--- src/rtl/tt_sweep_capture.sv ---
// Truth-table sweeper: walks a 3-input DUT through all 8 input combinations and packs its outputs into an 8-bit hex code.
// Optional TT_SWEEP_CHECK_EN adds a comparator of the final code against an expected code.
module tt_sweep_capture #(
   parameter int SETTLE_CYCLES = 2,
   parameter int CNT_W         = 8
) (
   input  logic       clk,
   input  logic       rst_n,
   input  logic       start,
   input  logic       abort,
   input  logic       out,
`ifdef TT_SWEEP_CHECK_EN
   input  logic [7:0] expected,
   output logic       match,
   output logic [7:0] mismatch_mask,
`endif
   output logic       in1,
   output logic       in2,
   output logic       in3,
   output logic       busy,
   output logic       done,
   output logic [7:0] code,
   output logic       code_valid
);

   typedef enum logic [1:0] {IDLE, SETTLE, DONE} state_t;

   localparam logic [CNT_W-1:0] LAST = CNT_W'(SETTLE_CYCLES - 1);

   state_t           state;
   logic [2:0]       idx;
   logic [CNT_W-1:0] cnt;

   always_ff @(posedge clk or negedge rst_n) begin
      if (!rst_n) begin
         state         <= IDLE;
         idx           <= 3'd0;
         cnt           <= '0;
         {in1,in2,in3} <= 3'b000;
         busy          <= 1'b0;
         done          <= 1'b0;
         code          <= 8'h00;
         code_valid    <= 1'b0;
`ifdef TT_SWEEP_CHECK_EN
         match         <= 1'b0;
         mismatch_mask <= 8'h00;
`endif
      end else begin
         done <= 1'b0;
         case (state)
            IDLE: begin
               if (start) begin
                  state         <= SETTLE;
                  idx           <= 3'd0;
                  cnt           <= '0;
                  code          <= 8'h00;
                  code_valid    <= 1'b0;
                  busy          <= 1'b1;
                  {in1,in2,in3} <= 3'b000;
`ifdef TT_SWEEP_CHECK_EN
                  match         <= 1'b0;
                  mismatch_mask <= 8'h00;
`endif
               end
            end
            SETTLE: begin
               // abort wins over a sample landing on the same edge
               if (abort) begin
                  state         <= IDLE;
                  busy          <= 1'b0;
                  cnt           <= '0;
                  idx           <= 3'd0;
                  {in1,in2,in3} <= 3'b000;
               end else if (cnt == LAST) begin
                  code[3'd7 - idx] <= out;
                  cnt              <= '0;
                  if (idx == 3'd7) begin
                     state         <= DONE;
                     {in1,in2,in3} <= 3'b000;
                  end else begin
                     idx           <= idx + 3'd1;
                     {in1,in2,in3} <= idx + 3'd1;
                  end
               end else begin
                  cnt <= cnt + 1'b1;
               end
            end
            DONE: begin
               state         <= IDLE;
               done          <= 1'b1;
               code_valid    <= 1'b1;
               busy          <= 1'b0;
               idx           <= 3'd0;
               {in1,in2,in3} <= 3'b000;
`ifdef TT_SWEEP_CHECK_EN
               match         <= (code == expected);
               mismatch_mask <= code ^ expected;
`endif
            end
            default: state <= IDLE;
         endcase
      end
   end

endmodule

--- config.mk ---
export PLATFORM = sky130hd
export DESIGN_NAME = tt_sweep_capture
export DESIGN_NICKNAME = d
export VERILOG_FILES = /design/src/rtl/tt_sweep_capture.sv
export SDC_FILE = /design/constraint.sdc
export NUM_CORES = 1
export LEC_CHECK = 0
export CAP_MARGIN = 10
export CORE_UTILIZATION = 35
export CTS_CLUSTER_SIZE = 30
export DETAILED_ROUTE_END_ITERATION = 6
export HOLD_SLACK_MARGIN = 0.06
export PLACE_DENSITY = 0.61
export SLEW_MARGIN = 20
export SYNTH_ARGS = -nofsm -noshare
export SYNTH_HDL_FRONTEND = slang
export SYNTH_SLANG_ARGS = --single-unit
--- constraint.sdc ---
create_clock -name clk -period 2.2 [get_ports clk]
set_input_delay 0.44 -clock clk [delete_from_list [all_inputs] [get_ports clk]]
set_output_delay 0.44 -clock clk [all_outputs]
set_load 0.02 [all_outputs]
==> reports/metrics.csv <==
stage,metric,value,unit
synth,syn_area,0.00154,sq mm
drt,route.vias.total,1232,
layout,nFillCells,395,
layout,drive_gt1_share,14.8,%
floorplanning,die_height,68.3,um
clock_tree,post-cts-setup-buffer-count,0,
power,leakagePower,0.805,nW
sta,slew_violations,0,
clock_tree,cts.clk_slew.worst_paths,0.09,ns
synth,synth.ff_latch_count,27,
grt,grtUsageTotal,16.7,%
sta,finalWorstPathRequiredPeriod,1.99,ns
drt,avgRoutedWirePerCell,14.3,um
flow_run,maxCapViolCount,0,
grt,grt_pass1_wl,5.79,mm
sta,worst_margin_slew,0.391,ns
layout,areaGrowthSynthToFinish,21.5,%
power,design_power_total,1.59,mW
synth,dominantRegCellSynth,sky130_fd_sc_hd__dfrtp_1,
clock_tree,cts_resized,0,
clock_tree,clock_latency,0.27,ns
synth,synth.avg_cell_area,9.87,sq um
placement,dp_worst_setup_slack,0.154,ns
floorplanning,initial_utilization,37.4,%
clock_tree,clock_tree.htree_level_count,1,
sta,grt_setup_unrepaired,no,
worst_setup_path,worst_path_largest_cell_delay,0.51,ns
synth,synth.yosys.seq_area_share,43.9,%
worst_setup_path,cp-start-kind,register,
grt,grt-ovfl-total,0,
layout,layout.core_utilization,45.5,%
drt,route.detailed.vias_per_inst,5.31,
worst_setup_path,critical_path_peak_fanout,8,
sta,timing_hold_violations_final,0,
synth,synth-async-reset-ratio,100,%
layout,layout.nets,196,
worst_setup_path,critical_path.top_delay_family,simple AND/OR/NAND/NOR gates,
grt,via_count_of_the_first_global_routing_pass,1185,
synth,number_of_enable_flip_flop_cells_after_synthesis,0,
clock_tree,cts.sink_count,27,
clock_tree,cts_made_buffers,3,
synth,yosys.cell_types.count,46,
placement,dp.final_hpwl,2.46,mm
clock_tree,cts.root.buffer_cell,sky130_fd_sc_hd__clkbuf_8,
drt,ant_nets,0,
grt,grt_antenna_before_repair,0,
power,cellPowerDensity,848,mW/mm^2
synth,syn_nets,169,
sta,timing.max_slew.rel_slack,73.7,%
sta,final.setup.worst_slack,0.209,ns
worst_setup_path,cp.arrival,2.15,ns
worst_setup_path,worst_path_max_delay_cell,sky130_fd_sc_hd__or3b_2,
synth,ys.warnings.count,0,
clock_tree,tritoncts,yes,
drt,wl,3.32,mm
sta,total_negative_setup_slacks,0,ns
drt,firstDrtPassIters,4,
sta,worst_clock_skew,0.00548,ns
grt,grt_max_degree,28,
sta,max_freq,0.502,GHz
clock_tree,clockBufferDepth,2,
hold_path,hold_path_class,register to register,
worst_setup_path,crit_path_end_kind,register,
drt,dr.first_iter.drc_count,124,
floorplanning,die_width,68.3,um
layout,diodes,0,
status,run_status,"finished, final reports clean",
worst_setup_path,critical_path_class,register to register,
floorplanning,std_cell_rows,23,
floorplanning,die_area,0.00467,sq mm
placement,gp_congestion,0.862,
worst_setup_path,crit_path_cell_trace,inv_1 > ha_1 > or3b_2 > o21ai_4 > nand2_4 > mux2_4,
synth,synthesis.instances,156,
power,ir_drop,0.000611,V
drt,remaining_drc_errors,0,
placement,port_buffers,18,
clock_tree,cts.hold.buffers_added,0,
worst_setup_path,cp_data_required_time,2.36,ns
worst_setup_path,cp_num_buf_inv,1,
sta,period_share,90.5,%
sta,hold_worst_slack,0.492,ns
floorplanning,boundaryPins,19,
sta,setup_viol,0,
floorplanning,core_region_area,0.00412,sq mm
==> layout by cell type, fill, tap and decap left out, types with 2 or more instances in the layout <==
cell type                         instances
sky130_fd_sc_hd__nand3_1                 15
sky130_fd_sc_hd__and2_1                   4
sky130_fd_sc_hd__ha_1                     8
sky130_fd_sc_hd__buf_4                    8
sky130_fd_sc_hd__o31ai_2                  2
sky130_fd_sc_hd__nor2b_1                  3
sky130_fd_sc_hd__o21ai_0                 10
sky130_fd_sc_hd__or3_1                    2
sky130_fd_sc_hd__nand2_1                 15
sky130_fd_sc_hd__inv_1                    5
sky130_fd_sc_hd__a31oi_1                  3
sky130_fd_sc_hd__and3_1                   2
sky130_fd_sc_hd__dfrtp_1                 27
sky130_fd_sc_hd__nand2b_1                 5
sky130_fd_sc_hd__nand4_1                  3
sky130_fd_sc_hd__a21oi_1                  3
sky130_fd_sc_hd__o31ai_1                  3
sky130_fd_sc_hd__o311ai_0                 2
sky130_fd_sc_hd__nor2_1                   6
sky130_fd_sc_hd__nand3b_1                 3
sky130_fd_sc_hd__clkbuf_8                 3
sky130_fd_sc_hd__mux2_4                   2
sky130_fd_sc_hd__clkdlybuf4s50_1         18
sky130_fd_sc_hd__mux2i_1                  3
sky130_fd_sc_hd__and2b_1                  2
sky130_fd_sc_hd__nor4_1                   2
sky130_fd_sc_hd__o211ai_1                 2
==> cell usage after synthesis (2+ instances only) <==
master                     number  share of area, %
sky130_fd_sc_hd__o31ai_2        2               1.6
sky130_fd_sc_hd__a31oi_1        3               1.2
sky130_fd_sc_hd__nor2b_1        3               1.2
sky130_fd_sc_hd__inv_1          5               1.2
sky130_fd_sc_hd__and3_1         2              0.81
sky130_fd_sc_hd__and2b_1        2              0.97
sky130_fd_sc_hd__or3_1          2              0.81
sky130_fd_sc_hd__ha_1           8               6.5
sky130_fd_sc_hd__and2_1         4               1.6
sky130_fd_sc_hd__nor2_1         6               1.5
sky130_fd_sc_hd__o31ai_1        3               1.5
sky130_fd_sc_hd__nand2_1       15               3.7
sky130_fd_sc_hd__nand2b_1       5               2.0
sky130_fd_sc_hd__a21oi_1        3              0.97
sky130_fd_sc_hd__nand4_1        3               1.2
sky130_fd_sc_hd__mux2i_1        3               1.9
sky130_fd_sc_hd__o311ai_0       2               1.1
sky130_fd_sc_hd__clkbuf_1       3              0.73
sky130_fd_sc_hd__nor4_1         2              0.81
sky130_fd_sc_hd__mux2_4         2               1.9
sky130_fd_sc_hd__o21ai_0       10               3.2
sky130_fd_sc_hd__nand3_1       15               4.9
sky130_fd_sc_hd__o211ai_1       2              0.97
sky130_fd_sc_hd__nand3b_1       3               1.5
sky130_fd_sc_hd__dfrtp_1       27                44
==> metal layers <==
metal | wire length (um) | share of wire (%) | track usage, %
met2 | 1500 | 45 | 25.0
met1 | 1650 | 50 | 23.3
met5 | 0 | 0 | 0
met4 | 34 | 1.0 | 6.25
met3 | 137 | 4.1 | 3.83
==> worst reg2reg max path: stages, from the launching register on <==
cell	delay (ns)
sky130_fd_sc_hd__dfrtp_1	0.42
sky130_fd_sc_hd__inv_1	0.07
sky130_fd_sc_hd__ha_1	0.14
sky130_fd_sc_hd__or3b_2	0.51
sky130_fd_sc_hd__o21ai_4	0.32
sky130_fd_sc_hd__nand2_4	0.11
sky130_fd_sc_hd__mux2_4	0.31
==> sequential cells by signal, indices dropped and copies added (netlist names) <==
register    cells
code_valid      1
state           2
done            1
in1             1
in2             1
code            8
idx             3
in3             1
busy            1
cnt             8
==> logic make-up (layout without fill, tap and decap cells) <==
kind of cell    Yosys count  count (layout)  synth area share (%)
mux                       6               6                  4.63
fa+ha+maj                 8               8                  6.50
buf+inv                   9              35                  2.27
compound gates           33              33                  15.2
flops                    27              27                  43.9
simple gates             73              73                  27.5
==> power breakdown <==
group / internal (mW) / switching [mW] / leakage (nW)
registers: 0.560 / 0.0574 / 0.369
logic: 0.289 / 0.402 / 0.413
clock network: 0.130 / 0.149 / 0.0228
total: 0.978 / 0.609 / 0.805
==> through the flow <==
step	area (sq um)	std cells
finish	1870	232
global route	1870	232
CTS	1870	232
detailed placement	1830	228
global placement	1830	228
floorplan	1540	156
==> area by class of cell <==
| cell class | instances | area, sq um | share of cell area [%] |
|---|---|---|---|
| Multi-Input combinational cell | 120 | 830 | 44.3 |
| Tap cell | 50 | 62.6 | 3.34 |
| Timing Repair Buffer | 26 | 240 | 12.8 |
| Inverter | 5 | 18.8 | 1.00 |
| Sequential cell | 27 | 676 | 36.1 |
| Clock buffer | 4 | 45.0 | 2.41 |
==> final timing paths <==
kind                       slack (ns)  startpoint  cells past startpoint  endpoint
setup / recovery                 0.21      cnt[1]                      6       in3
hold / removal                   0.49         in1                      1       in1
setup reg to reg                 0.21      cnt[1]                      6       in3
hold reg to reg                  0.49         in1                      1       in1
max in group asynchronous        1.40       rst_n                      2    idx[1]
min in group asynchronous        0.54       rst_n                      2       in1
No activity file was read; power rests on OpenSTA's default activity.
